===== config.mk =====
export PLATFORM = sky130hd
export DESIGN_NAME = ldm_stm_sequencer_flat
export DESIGN_NICKNAME = d
export VERILOG_FILES = /design/src/rtl/ldm_stm_sequencer_pkg.sv /design/src/rtl/ldm_stm_sequencer_if.sv /design/src/rtl/ldm_stm_sequencer_reglist_scan.sv /design/src/rtl/ldm_stm_sequencer.sv /design/src/flat_wrapper.sv
export SDC_FILE = /design/constraint.sdc
export NUM_CORES = 1
export LEC_CHECK = 0
export ABC_AREA = 0
export BUFFER_PORTS_ARGS = -buffer_cell sky130_fd_sc_hd__buf_2
export CAP_MARGIN = 0
export CORE_UTILIZATION = 60
export CTS_CLUSTER_DIAMETER = 30
export DETAILED_ROUTE_END_ITERATION = 16
export GPL_ROUTABILITY_DRIVEN = 0
export PLACE_DENSITY = 0.9
export SLEW_MARGIN = 5
export SYNTH_ARGS = -nofsm -noshare
export SYNTH_HDL_FRONTEND = slang
export SYNTH_HIERARCHICAL = 1
export SYNTH_SLANG_ARGS = --single-unit

===== constraint.sdc =====
create_clock -name clk -period 10.6 [get_ports clk]
set_input_delay 1.06 -clock clk [delete_from_list [all_inputs] [get_ports clk]]
set_output_delay 1.06 -clock clk [all_outputs]
set_load 0.03 [all_outputs]

===== src/rtl/ldm_stm_sequencer_pkg.sv =====
// Shared types for the LDM/STM block-transfer sequencer: FSM states, register
// constants and the {P,U} addressing-mode encoding.
package ldm_stm_sequencer_pkg;

  localparam logic [3:0] PC_IDX     = 4'd15;
  localparam int         WORD_BYTES = 4;

  typedef enum logic [2:0] {
    IDLE  = 3'd0,
    SETUP = 3'd1,
    XFER  = 3'd2,
    FLUSH = 3'd3,
    WB    = 3'd4,
    DONE  = 3'd5
  } state_t;

  // Encoded directly as {pre, up}
  typedef enum logic [1:0] {
    AM_DA = 2'b00,
    AM_IA = 2'b01,
    AM_DB = 2'b10,
    AM_IB = 2'b11
  } amode_t;

  function automatic amode_t amode_of(input logic pre, input logic up);
    return amode_t'({pre, up});
  endfunction

endpackage


===== src/rtl/ldm_stm_sequencer_if.sv =====
// Command, regfile-port, memory-port and status bundle of the LDM/STM sequencer.
// master = the sequencer (initiator); slave = core/regfile/memory side.
interface ldm_stm_sequencer_if #(
  parameter int DATA_W = 32,
  parameter int NREGS  = 16
);
  localparam int IW = $clog2(NREGS);

  logic              start;
  logic              is_load;
  logic              pre;
  logic              up;
  logic              wb;
  logic [IW-1:0]     rn;
  logic [NREGS-1:0]  reglist;
  logic [DATA_W-1:0] base;

  logic [IW-1:0]     rf_raddr;
  logic [DATA_W-1:0] rf_rdata;
  logic [IW-1:0]     rf_waddr;
  logic [DATA_W-1:0] rf_wdata;
  logic              rf_we;
  logic              pc_we;
  logic [DATA_W-1:0] pc_wdata;

  logic              mem_req;
  logic              mem_we;
  logic [DATA_W-1:0] mem_addr;
  logic [DATA_W-1:0] mem_wdata;
  logic              mem_ack;
  logic [DATA_W-1:0] mem_rdata;

  logic              busy;
  logic              done;

  modport master (
    input  start, is_load, pre, up, wb, rn, reglist, base,
    input  rf_rdata, mem_ack, mem_rdata,
    output rf_raddr, rf_waddr, rf_wdata, rf_we, pc_we, pc_wdata,
    output mem_req, mem_we, mem_addr, mem_wdata, busy, done
  );

  modport slave (
    output start, is_load, pre, up, wb, rn, reglist, base,
    output rf_rdata, mem_ack, mem_rdata,
    input  rf_raddr, rf_waddr, rf_wdata, rf_we, pc_we, pc_wdata,
    input  mem_req, mem_we, mem_addr, mem_wdata, busy, done
  );

endinterface


===== src/rtl/ldm_stm_sequencer_reglist_scan.sv =====
// Combinational register-list scan: popcount plus lowest-set-bit index.
// Zero latency; no handshake.
module ldm_stm_sequencer_reglist_scan #(
  parameter int NREGS = 16,
  parameter int IW    = $clog2(NREGS),
  parameter int CW    = $clog2(NREGS + 1)
) (
  input  logic [NREGS-1:0] i_mask,
  output logic [CW-1:0]    o_cnt,
  output logic [IW-1:0]    o_idx,
  output logic             o_any
);

  // Walking downward lets the lowest set bit win the index
  always_comb begin
    o_cnt = '0;
    o_idx = '0;
    for (int i = NREGS - 1; i >= 0; i--) begin
      o_cnt = o_cnt + CW'(i_mask[i]);
      if (i_mask[i]) o_idx = IW'(i);
    end
  end

  assign o_any = |i_mask;

endmodule


===== src/rtl/ldm_stm_sequencer.sv =====
// LDM/STM block-transfer engine driving the regfile and data-memory ports.
// Latency: done at start+4+transfers (start+2 for an empty list); each transfer waits on mem_ack.
module ldm_stm_sequencer
  import ldm_stm_sequencer_pkg::*;
#(
  parameter int DATA_W = 32,
  parameter int NREGS  = 16
) (
  input logic                 clk,
  input logic                 rst,
  ldm_stm_sequencer_if.master io_bus
);

  localparam int                IW     = $clog2(NREGS);
  localparam int                CW     = $clog2(NREGS + 1);
  localparam logic [IW-1:0]     PC_REG = IW'(PC_IDX);
  localparam logic [DATA_W-1:0] STEP   = DATA_W'(WORD_BYTES);

  state_t            r_state;
  state_t            w_state_nxt;
  logic              r_is_load;
  logic              r_pre;
  logic              r_up;
  logic              r_wb;
  logic [IW-1:0]     r_rn;
  logic [NREGS-1:0]  r_list;
  logic [NREGS-1:0]  r_mask;
  logic [DATA_W-1:0] r_base;
  logic [DATA_W-1:0] r_addr;
  logic [DATA_W-1:0] r_final;
  logic              r_pend_vld;
  logic [IW-1:0]     r_pend_idx;
  logic [DATA_W-1:0] r_pend_dat;

  logic [CW-1:0]     w_cnt;
  logic [IW-1:0]     w_idx;
  logic              w_any;
  logic [DATA_W-1:0] w_span;
  logic [DATA_W-1:0] w_start;
  logic [DATA_W-1:0] w_final;
  logic              w_base_wr;

  logic [IW-1:0]     w_rf_raddr;
  logic [IW-1:0]     w_rf_waddr;
  logic [DATA_W-1:0] w_rf_wdata;
  logic              w_rf_we;
  logic              w_pc_we;
  logic [DATA_W-1:0] w_pc_wdata;
  logic              w_mem_req;
  logic              w_mem_we;
  logic [DATA_W-1:0] w_mem_addr;
  logic [DATA_W-1:0] w_mem_wdata;
  logic              w_done;

  // One scanner serves both SETUP (full count) and XFER (remaining count/next reg)
  ldm_stm_sequencer_reglist_scan #(.NREGS(NREGS), .IW(IW), .CW(CW)) u_scan (
    .i_mask (r_mask),
    .o_cnt  (w_cnt),
    .o_idx  (w_idx),
    .o_any  (w_any)
  );

  assign w_span  = DATA_W'(w_cnt) * STEP;
  assign w_final = r_up ? r_base + w_span : r_base - w_span;

  always_comb begin
    w_start = r_base;
    case (amode_of(r_pre, r_up))
      AM_IA:   w_start = r_base;
      AM_IB:   w_start = r_base + STEP;
      AM_DA:   w_start = r_base - w_span + STEP;
      AM_DB:   w_start = r_base - w_span;
      default: w_start = r_base;
    endcase
  end

  // A loaded base register keeps the loaded value; PC never takes a writeback
  assign w_base_wr = r_wb && (r_rn != PC_REG) && !(r_is_load && r_list[r_rn]);

  always_ff @(posedge clk or posedge rst) begin
    if (rst) r_state <= IDLE;
    else     r_state <= w_state_nxt;
  end

  always_comb begin
    w_state_nxt = r_state;
    w_rf_raddr  = '0;
    w_rf_waddr  = '0;
    w_rf_wdata  = '0;
    w_rf_we     = 1'b0;
    w_pc_we     = 1'b0;
    w_pc_wdata  = '0;
    w_mem_req   = 1'b0;
    w_mem_we    = 1'b0;
    w_mem_addr  = '0;
    w_mem_wdata = '0;
    w_done      = 1'b0;

    // Load write-back lags its ack by one cycle; never coincides with WB
    if (r_pend_vld) begin
      if (r_pend_idx == PC_REG) begin
        w_pc_we    = 1'b1;
        w_pc_wdata = r_pend_dat & ~DATA_W'(3);
      end else begin
        w_rf_we    = 1'b1;
        w_rf_waddr = r_pend_idx;
        w_rf_wdata = r_pend_dat;
      end
    end

    case (r_state)
      IDLE: if (io_bus.start) w_state_nxt = SETUP;
      SETUP: w_state_nxt = w_any ? XFER : DONE;
      XFER: begin
        w_mem_req  = 1'b1;
        w_mem_we   = !r_is_load;
        w_mem_addr = r_addr;
        if (!r_is_load) begin
          w_rf_raddr  = w_idx;
          w_mem_wdata = io_bus.rf_rdata;
        end
        if (io_bus.mem_ack && (w_cnt == CW'(1))) w_state_nxt = FLUSH;
      end
      FLUSH: w_state_nxt = WB;
      WB: begin
        if (w_base_wr) begin
          w_rf_we    = 1'b1;
          w_rf_waddr = r_rn;
          w_rf_wdata = r_final;
        end
        w_state_nxt = DONE;
      end
      DONE: begin
        w_done      = 1'b1;
        w_state_nxt = IDLE;
      end
      default: w_state_nxt = IDLE;
    endcase
  end

  always_ff @(posedge clk or posedge rst) begin
    if (rst) begin
      r_is_load  <= 1'b0;
      r_pre      <= 1'b0;
      r_up       <= 1'b0;
      r_wb       <= 1'b0;
      r_rn       <= '0;
      r_list     <= '0;
      r_mask     <= '0;
      r_base     <= '0;
      r_addr     <= '0;
      r_final    <= '0;
      r_pend_vld <= 1'b0;
      r_pend_idx <= '0;
      r_pend_dat <= '0;
    end else begin
      r_pend_vld <= 1'b0;
      case (r_state)
        IDLE: begin
          if (io_bus.start) begin
            r_is_load <= io_bus.is_load;
            r_pre     <= io_bus.pre;
            r_up      <= io_bus.up;
            r_wb      <= io_bus.wb;
            r_rn      <= io_bus.rn;
            r_list    <= io_bus.reglist;
            r_mask    <= io_bus.reglist;
            r_base    <= io_bus.base;
          end
        end
        SETUP: begin
          r_addr  <= w_start;
          r_final <= w_final;
        end
        XFER: begin
          if (io_bus.mem_ack) begin
            r_mask <= r_mask & (r_mask - NREGS'(1));
            r_addr <= r_addr + STEP;
            if (r_is_load) begin
              r_pend_vld <= 1'b1;
              r_pend_idx <= w_idx;
              r_pend_dat <= io_bus.mem_rdata;
            end
          end
        end
        default: ;
      endcase
    end
  end

  assign io_bus.rf_raddr  = w_rf_raddr;
  assign io_bus.rf_waddr  = w_rf_waddr;
  assign io_bus.rf_wdata  = w_rf_wdata;
  assign io_bus.rf_we     = w_rf_we;
  assign io_bus.pc_we     = w_pc_we;
  assign io_bus.pc_wdata  = w_pc_wdata;
  assign io_bus.mem_req   = w_mem_req;
  assign io_bus.mem_we    = w_mem_we;
  assign io_bus.mem_addr  = w_mem_addr;
  assign io_bus.mem_wdata = w_mem_wdata;
  assign io_bus.busy      = (r_state != IDLE);
  assign io_bus.done      = w_done;

endmodule


===== src/flat_wrapper.sv =====
// flat-port wrapper written by rule: the top's interface ports become plain ports
module ldm_stm_sequencer_flat import ldm_stm_sequencer_pkg::*;
#(
  parameter int DATA_W = 32,
  parameter int NREGS  = 16
)
  (clk, rst, io_bus_start, io_bus_is_load, io_bus_pre, io_bus_up, io_bus_wb, io_bus_rn, io_bus_reglist, io_bus_base, io_bus_rf_rdata, io_bus_mem_ack, io_bus_mem_rdata, io_bus_rf_raddr, io_bus_rf_waddr, io_bus_rf_wdata, io_bus_rf_we, io_bus_pc_we, io_bus_pc_wdata, io_bus_mem_req, io_bus_mem_we, io_bus_mem_addr, io_bus_mem_wdata, io_bus_busy, io_bus_done);
  ldm_stm_sequencer_if #(.DATA_W(DATA_W), .NREGS(NREGS)) io_bus_i ();
  input logic clk;
  input logic rst;
  input wire logic [$bits(io_bus_i.start)-1:0] io_bus_start;
  input wire logic [$bits(io_bus_i.is_load)-1:0] io_bus_is_load;
  input wire logic [$bits(io_bus_i.pre)-1:0] io_bus_pre;
  input wire logic [$bits(io_bus_i.up)-1:0] io_bus_up;
  input wire logic [$bits(io_bus_i.wb)-1:0] io_bus_wb;
  input wire logic [$bits(io_bus_i.rn)-1:0] io_bus_rn;
  input wire logic [$bits(io_bus_i.reglist)-1:0] io_bus_reglist;
  input wire logic [$bits(io_bus_i.base)-1:0] io_bus_base;
  input wire logic [$bits(io_bus_i.rf_rdata)-1:0] io_bus_rf_rdata;
  input wire logic [$bits(io_bus_i.mem_ack)-1:0] io_bus_mem_ack;
  input wire logic [$bits(io_bus_i.mem_rdata)-1:0] io_bus_mem_rdata;
  output wire logic [$bits(io_bus_i.rf_raddr)-1:0] io_bus_rf_raddr;
  output wire logic [$bits(io_bus_i.rf_waddr)-1:0] io_bus_rf_waddr;
  output wire logic [$bits(io_bus_i.rf_wdata)-1:0] io_bus_rf_wdata;
  output wire logic [$bits(io_bus_i.rf_we)-1:0] io_bus_rf_we;
  output wire logic [$bits(io_bus_i.pc_we)-1:0] io_bus_pc_we;
  output wire logic [$bits(io_bus_i.pc_wdata)-1:0] io_bus_pc_wdata;
  output wire logic [$bits(io_bus_i.mem_req)-1:0] io_bus_mem_req;
  output wire logic [$bits(io_bus_i.mem_we)-1:0] io_bus_mem_we;
  output wire logic [$bits(io_bus_i.mem_addr)-1:0] io_bus_mem_addr;
  output wire logic [$bits(io_bus_i.mem_wdata)-1:0] io_bus_mem_wdata;
  output wire logic [$bits(io_bus_i.busy)-1:0] io_bus_busy;
  output wire logic [$bits(io_bus_i.done)-1:0] io_bus_done;
  assign io_bus_i.start = io_bus_start;
  assign io_bus_i.is_load = io_bus_is_load;
  assign io_bus_i.pre = io_bus_pre;
  assign io_bus_i.up = io_bus_up;
  assign io_bus_i.wb = io_bus_wb;
  assign io_bus_i.rn = io_bus_rn;
  assign io_bus_i.reglist = io_bus_reglist;
  assign io_bus_i.base = io_bus_base;
  assign io_bus_i.rf_rdata = io_bus_rf_rdata;
  assign io_bus_i.mem_ack = io_bus_mem_ack;
  assign io_bus_i.mem_rdata = io_bus_mem_rdata;
  assign io_bus_rf_raddr = io_bus_i.rf_raddr;
  assign io_bus_rf_waddr = io_bus_i.rf_waddr;
  assign io_bus_rf_wdata = io_bus_i.rf_wdata;
  assign io_bus_rf_we = io_bus_i.rf_we;
  assign io_bus_pc_we = io_bus_i.pc_we;
  assign io_bus_pc_wdata = io_bus_i.pc_wdata;
  assign io_bus_mem_req = io_bus_i.mem_req;
  assign io_bus_mem_we = io_bus_i.mem_we;
  assign io_bus_mem_addr = io_bus_i.mem_addr;
  assign io_bus_mem_wdata = io_bus_i.mem_wdata;
  assign io_bus_busy = io_bus_i.busy;
  assign io_bus_done = io_bus_i.done;
  ldm_stm_sequencer #(.DATA_W(DATA_W), .NREGS(NREGS)) u_core (.clk(clk), .rst(rst), .io_bus(io_bus_i));
endmodule

==> impl_metrics.py <==
metrics = {
    "routing": {
        "postRouteAntennaNets": 0,
        "route.detailed.wl_per_inst_um": 19.8,
        "detailroute.via_count": 13700,
        "drc_errors": 0,
        "detail_route.first_pass.iterations": 7,
        "post_drt_via_cell_ratio": 6.37,
        "totalWireLength_um": 42500,
        "dr.first_iter.drc_count": 2105,
    },
    "placement": {
        "dp.final_hpwl_um": 30400,
        "pre_cts_setup_slack_ns": 3.16,
        "port-buffer-count": 263,
    },
    "setup_path": {
        "cp-startpoint": "u_core/r_mask[0]",
        "critical_path.reg2reg.endpoint": "u_core/r_addr[23]",
        "crit_type": "flop to flop",
        "crit_path_max_fo": 16,
        "crit_path_end_kind": "flop",
        "r2r_setup_slack_ns": 2.97,
        "cp-start-kind": "flop",
        "critical_path.reg2reg.startpoint": "u_core/r_mask[0]",
        "r2r_cells": 21,
        "arrival_ns": 7.93,
        "cp.required_ns": 10.91,
    },
    "clocking": {
        "tritoncts": "done",
        "number_of_buffers_created_by_cts": 17,
        "cts_repair_resize_count": 0,
        "htreeDepth": 4,
        "max-clock-path-buffers": 2,
        "cts_root_buffer": "sky130_fd_sc_hd__clkbuf_16",
        "clk-insertion-delay-late_ns": 0.44,
        "postCtsHoldBufs": 0,
        "clk_pin_slew_ns": 0.08,
        "clock-sinks": 176,
        "postCtsSetupBuffers": 0,
    },
    "final_layout": {
        "layout-area-overhead-vs-synth_pct": 15.2,
        "final_core_utilization": 0.708,
        "fillers": 1648,
        "antenna_cells_inserted": 0,
        "nets": 2011,
        "drive_gt1_frac": 0.210,
    },
    "logic_synthesis": {
        "synth.ff_latch_count": 176,
        "synth_edf_count": 0,
        "synth_cell_types": 83,
        "synth_area_um2": 13000,
        "synth-warning-count": 6,
        "synth-seq-area-share": 0.340,
        "prevailing_post_synth_register_cell": "sky130_fd_sc_hd__dfrtp_1",
        "syn_area_per_cell_um2": 7.73,
        "async_flop_share": 1.00,
        "gate_count_after_technology_mapping": 1676,
    },
    "floorplan": {
        "die_width_um": 149,
        "rows": 53,
        "chipHeight_um": 149,
        "initial_utilization": 0.615,
        "core_um2": 21100,
        "dieArea_um2": 22200,
        "ioPinCount": 266,
    },
    "sta": {
        "timing_hold_violations_final": 0,
        "setup_tns_ns": 0,
        "final_cycle_utilization_of_the_critical_path": 0.719,
        "finalCriticalPeriod_ns": 7.63,
        "final_critical_path_setup_slack_ns": 2.97,
        "rsz0062_at_grt": "false",
        "setup_viol": 0,
        "max_transition_viols_final": 0,
        "max_freq_mhz": 131,
        "worst_slew_pin_slew_ns": 1.09,
        "worst_case_headroom_to_the_max_slew_limit": 0.274,
        "skew_ns": 0.0127,
    },
    "global_route": {
        "globalRouteOverflowTotal": 0,
        "number_of_antenna_violations_at_the_first_check_in_global_routing": 0,
        "grt_first_pass_wirelength_um": 66100,
        "largest_net_degree_at_the_start_of_global_routing": 109,
        "first_global_vias": 12600,
        "globalRouteTotalUtil": 0.384,
    },
    "worst_hold_path": {
        "worstHoldPathType": "flop to flop",
        "min_path_cells": 2,
        "min_delay_worst_endpoint": "u_core/r_addr[1]",
        "hold_path.startpoint": "u_core/r_addr[1]",
    },
    "run_status": {
        "run_status": "complete, no violations",
    },
    "job": {
        "drv_cap": 0,
    },
}
-- stage by stage --
step,hold WS [ns],cell area (µm²),instances
detailed placement,0.455,14300,2110
global route,0.502,14900,2142
finish,0.470,14900,2142
global placement,0.451,14300,2110
CTS,0.473,14900,2142
floorplan,0.438,13000,1677
-- area by class of cell --
class	instances	area, µm²	area share
flip-flops and latches	176	4400	0.295
inverters	62	238	0.0159
clock buffers	18	439	0.0294
clock inverters	14	200	0.0134
multi-input cells	1316	7850	0.526
repair buffers	281	1450	0.0972
well taps	275	344	0.0230
-- sequential cells by signal (all words and copies together), names as in the netlist --
signal and flops:
u_core/r_final 32, u_core/r_pend_vld 1, u_core/r_pend_idx 4, u_core/r_rn 4, u_core/r_pre 1, u_core/r_base 32, u_core/r_up 1, u_core/r_wb 1
u_core/r_is_load 1, u_core/r_mask 16, u_core/r_state 3, u_core/r_list 16, u_core/r_pend_dat 32, u_core/r_addr 32
-- kinds of logic (layout without fill, tap and decap cells) --
logic type      after synthesis  count (layout)  share of synthesized area
simple gates                803             803                      0.301
compound gates              353             353                      0.166
buf+inv                     185             375                     0.0561
flops                       176             176                      0.340
xor+xnor                     70              70                     0.0473
mux                          55              55                     0.0511
fa+ha+maj                    33              33                     0.0388
other cells                   1               2                   0.000289
-- critical path, cell delays in order (launching register included) --
cell                        delay [ns]
sky130_fd_sc_hd__dfrtp_1          0.50
sky130_fd_sc_hd__inv_1            0.16
sky130_fd_sc_hd__fa_1             0.59
sky130_fd_sc_hd__fa_1             0.43
sky130_fd_sc_hd__fa_1             0.52
sky130_fd_sc_hd__fa_1             0.41
sky130_fd_sc_hd__inv_1            0.07
sky130_fd_sc_hd__ha_1             0.19
sky130_fd_sc_hd__inv_1            0.08
sky130_fd_sc_hd__fa_1             0.46
sky130_fd_sc_hd__xnor2_1          0.29
sky130_fd_sc_hd__inv_1            0.08
sky130_fd_sc_hd__ha_1             0.44
sky130_fd_sc_hd__nor2_1           0.11
sky130_fd_sc_hd__a211oi_2         0.90
sky130_fd_sc_hd__nor4_1           0.19
sky130_fd_sc_hd__xnor2_1          0.30
sky130_fd_sc_hd__nor4b_4          0.60
sky130_fd_sc_hd__nand4_2          0.34
sky130_fd_sc_hd__xnor2_1          0.23
sky130_fd_sc_hd__o221a_2          0.25
sky130_fd_sc_hd__a2111oi_0        0.35
-- cell usage after synthesis (5+ instances only) --
library cell               instances  area (µm²)
sky130_fd_sc_hd__a21o_1            7        52.6
sky130_fd_sc_hd__a21oi_1          67         335
sky130_fd_sc_hd__a221oi_1          8        70.1
sky130_fd_sc_hd__a31oi_1          19         119
sky130_fd_sc_hd__and2_1          101         632
sky130_fd_sc_hd__and3_1           18         113
sky130_fd_sc_hd__and4_1            5        43.8
sky130_fd_sc_hd__buf_1             7        26.3
sky130_fd_sc_hd__buf_2             7        35.0
sky130_fd_sc_hd__clkbuf_1        104         390
sky130_fd_sc_hd__dfrtp_1         176        4400
sky130_fd_sc_hd__fa_1             12         240
sky130_fd_sc_hd__ha_1             21         263
sky130_fd_sc_hd__inv_1            61         229
sky130_fd_sc_hd__mux2_2           39         439
sky130_fd_sc_hd__mux2i_1          11         110
sky130_fd_sc_hd__mux4_2            5         113
sky130_fd_sc_hd__nand2_1         382        1430
sky130_fd_sc_hd__nand2b_1         11        68.8
sky130_fd_sc_hd__nand3_1          39         195
sky130_fd_sc_hd__nand4_1          19         119
sky130_fd_sc_hd__nor2_1          100         375
sky130_fd_sc_hd__nor2b_1          10        62.6
sky130_fd_sc_hd__nor3_1           34         170
sky130_fd_sc_hd__nor4_1           23         144
sky130_fd_sc_hd__o211ai_1          6        45.0
sky130_fd_sc_hd__o21ai_0         156         781
sky130_fd_sc_hd__o22ai_1          20         125
sky130_fd_sc_hd__o31ai_1          11        82.6
sky130_fd_sc_hd__o32ai_1           5        43.8
sky130_fd_sc_hd__or2_2             8        50.1
sky130_fd_sc_hd__or3_1            18         113
sky130_fd_sc_hd__or4_1             8        60.1
sky130_fd_sc_hd__xnor2_1          47         412
sky130_fd_sc_hd__xor2_1           23         201
-- routing by layer --
metal | share of wire | up-vias | GRT usage
met1 | 0.36 | 6279 | 0.476
met5 | 0 | - | 0
met2 | 0.47 | 999 | 0.629
li1 | - | 6129 | -
met3 | 0.11 | 244 | 0.0749
met4 | 0.060 | 0 | 0.217
-- cells in the final DEF, fill, tap and decap left out, types with 5 or more instances in the layout --
cell type,synthesis,layout
sky130_fd_sc_hd__nor2_1,100,99
sky130_fd_sc_hd__clkbuf_16,0,17
sky130_fd_sc_hd__xor2_1,23,23
sky130_fd_sc_hd__o21ai_0,156,156
sky130_fd_sc_hd__nor3_1,34,34
sky130_fd_sc_hd__o32ai_1,5,5
sky130_fd_sc_hd__or2_2,8,8
sky130_fd_sc_hd__mux4_2,5,5
sky130_fd_sc_hd__o211ai_1,6,6
sky130_fd_sc_hd__or3_1,18,18
sky130_fd_sc_hd__nor2b_1,10,10
sky130_fd_sc_hd__o31ai_1,11,11
sky130_fd_sc_hd__a31oi_1,19,19
sky130_fd_sc_hd__o22ai_1,20,20
sky130_fd_sc_hd__and3_1,18,18
sky130_fd_sc_hd__xnor2_1,47,47
sky130_fd_sc_hd__dfrtp_1,176,176
sky130_fd_sc_hd__buf_4,2,18
sky130_fd_sc_hd__nor4_1,23,23
sky130_fd_sc_hd__nand4_1,19,19
sky130_fd_sc_hd__a21o_1,7,7
sky130_fd_sc_hd__a221oi_1,8,8
sky130_fd_sc_hd__a21oi_1,67,66
sky130_fd_sc_hd__fa_1,12,12
sky130_fd_sc_hd__ha_1,21,21
sky130_fd_sc_hd__or4_1,8,8
sky130_fd_sc_hd__inv_1,61,60
sky130_fd_sc_hd__mux2_2,39,39
sky130_fd_sc_hd__and2_1,101,100
sky130_fd_sc_hd__nand3_1,39,39
sky130_fd_sc_hd__nand2b_1,11,10
sky130_fd_sc_hd__buf_2,7,263
sky130_fd_sc_hd__and4_1,5,5
sky130_fd_sc_hd__nand2_1,382,382
sky130_fd_sc_hd__mux2i_1,11,11
-- worst max path at each step --
stage                     slack (ns)           endpoint  cells after the start
after floorplan                 4.09  u_core/r_addr[23]                     23
after global placement          3.46  u_core/r_addr[23]                     21
after detailed placement        3.16  u_core/r_addr[23]                     21
after CTS                       3.08  u_core/r_addr[23]                     21
after global routing            2.53  u_core/r_addr[23]                     21
final                           2.97  u_core/r_addr[23]                     21
Power is left out: the tool's default activity adds up to more than one toggle a clock period on the data nets, which glitch-free logic cannot reach.
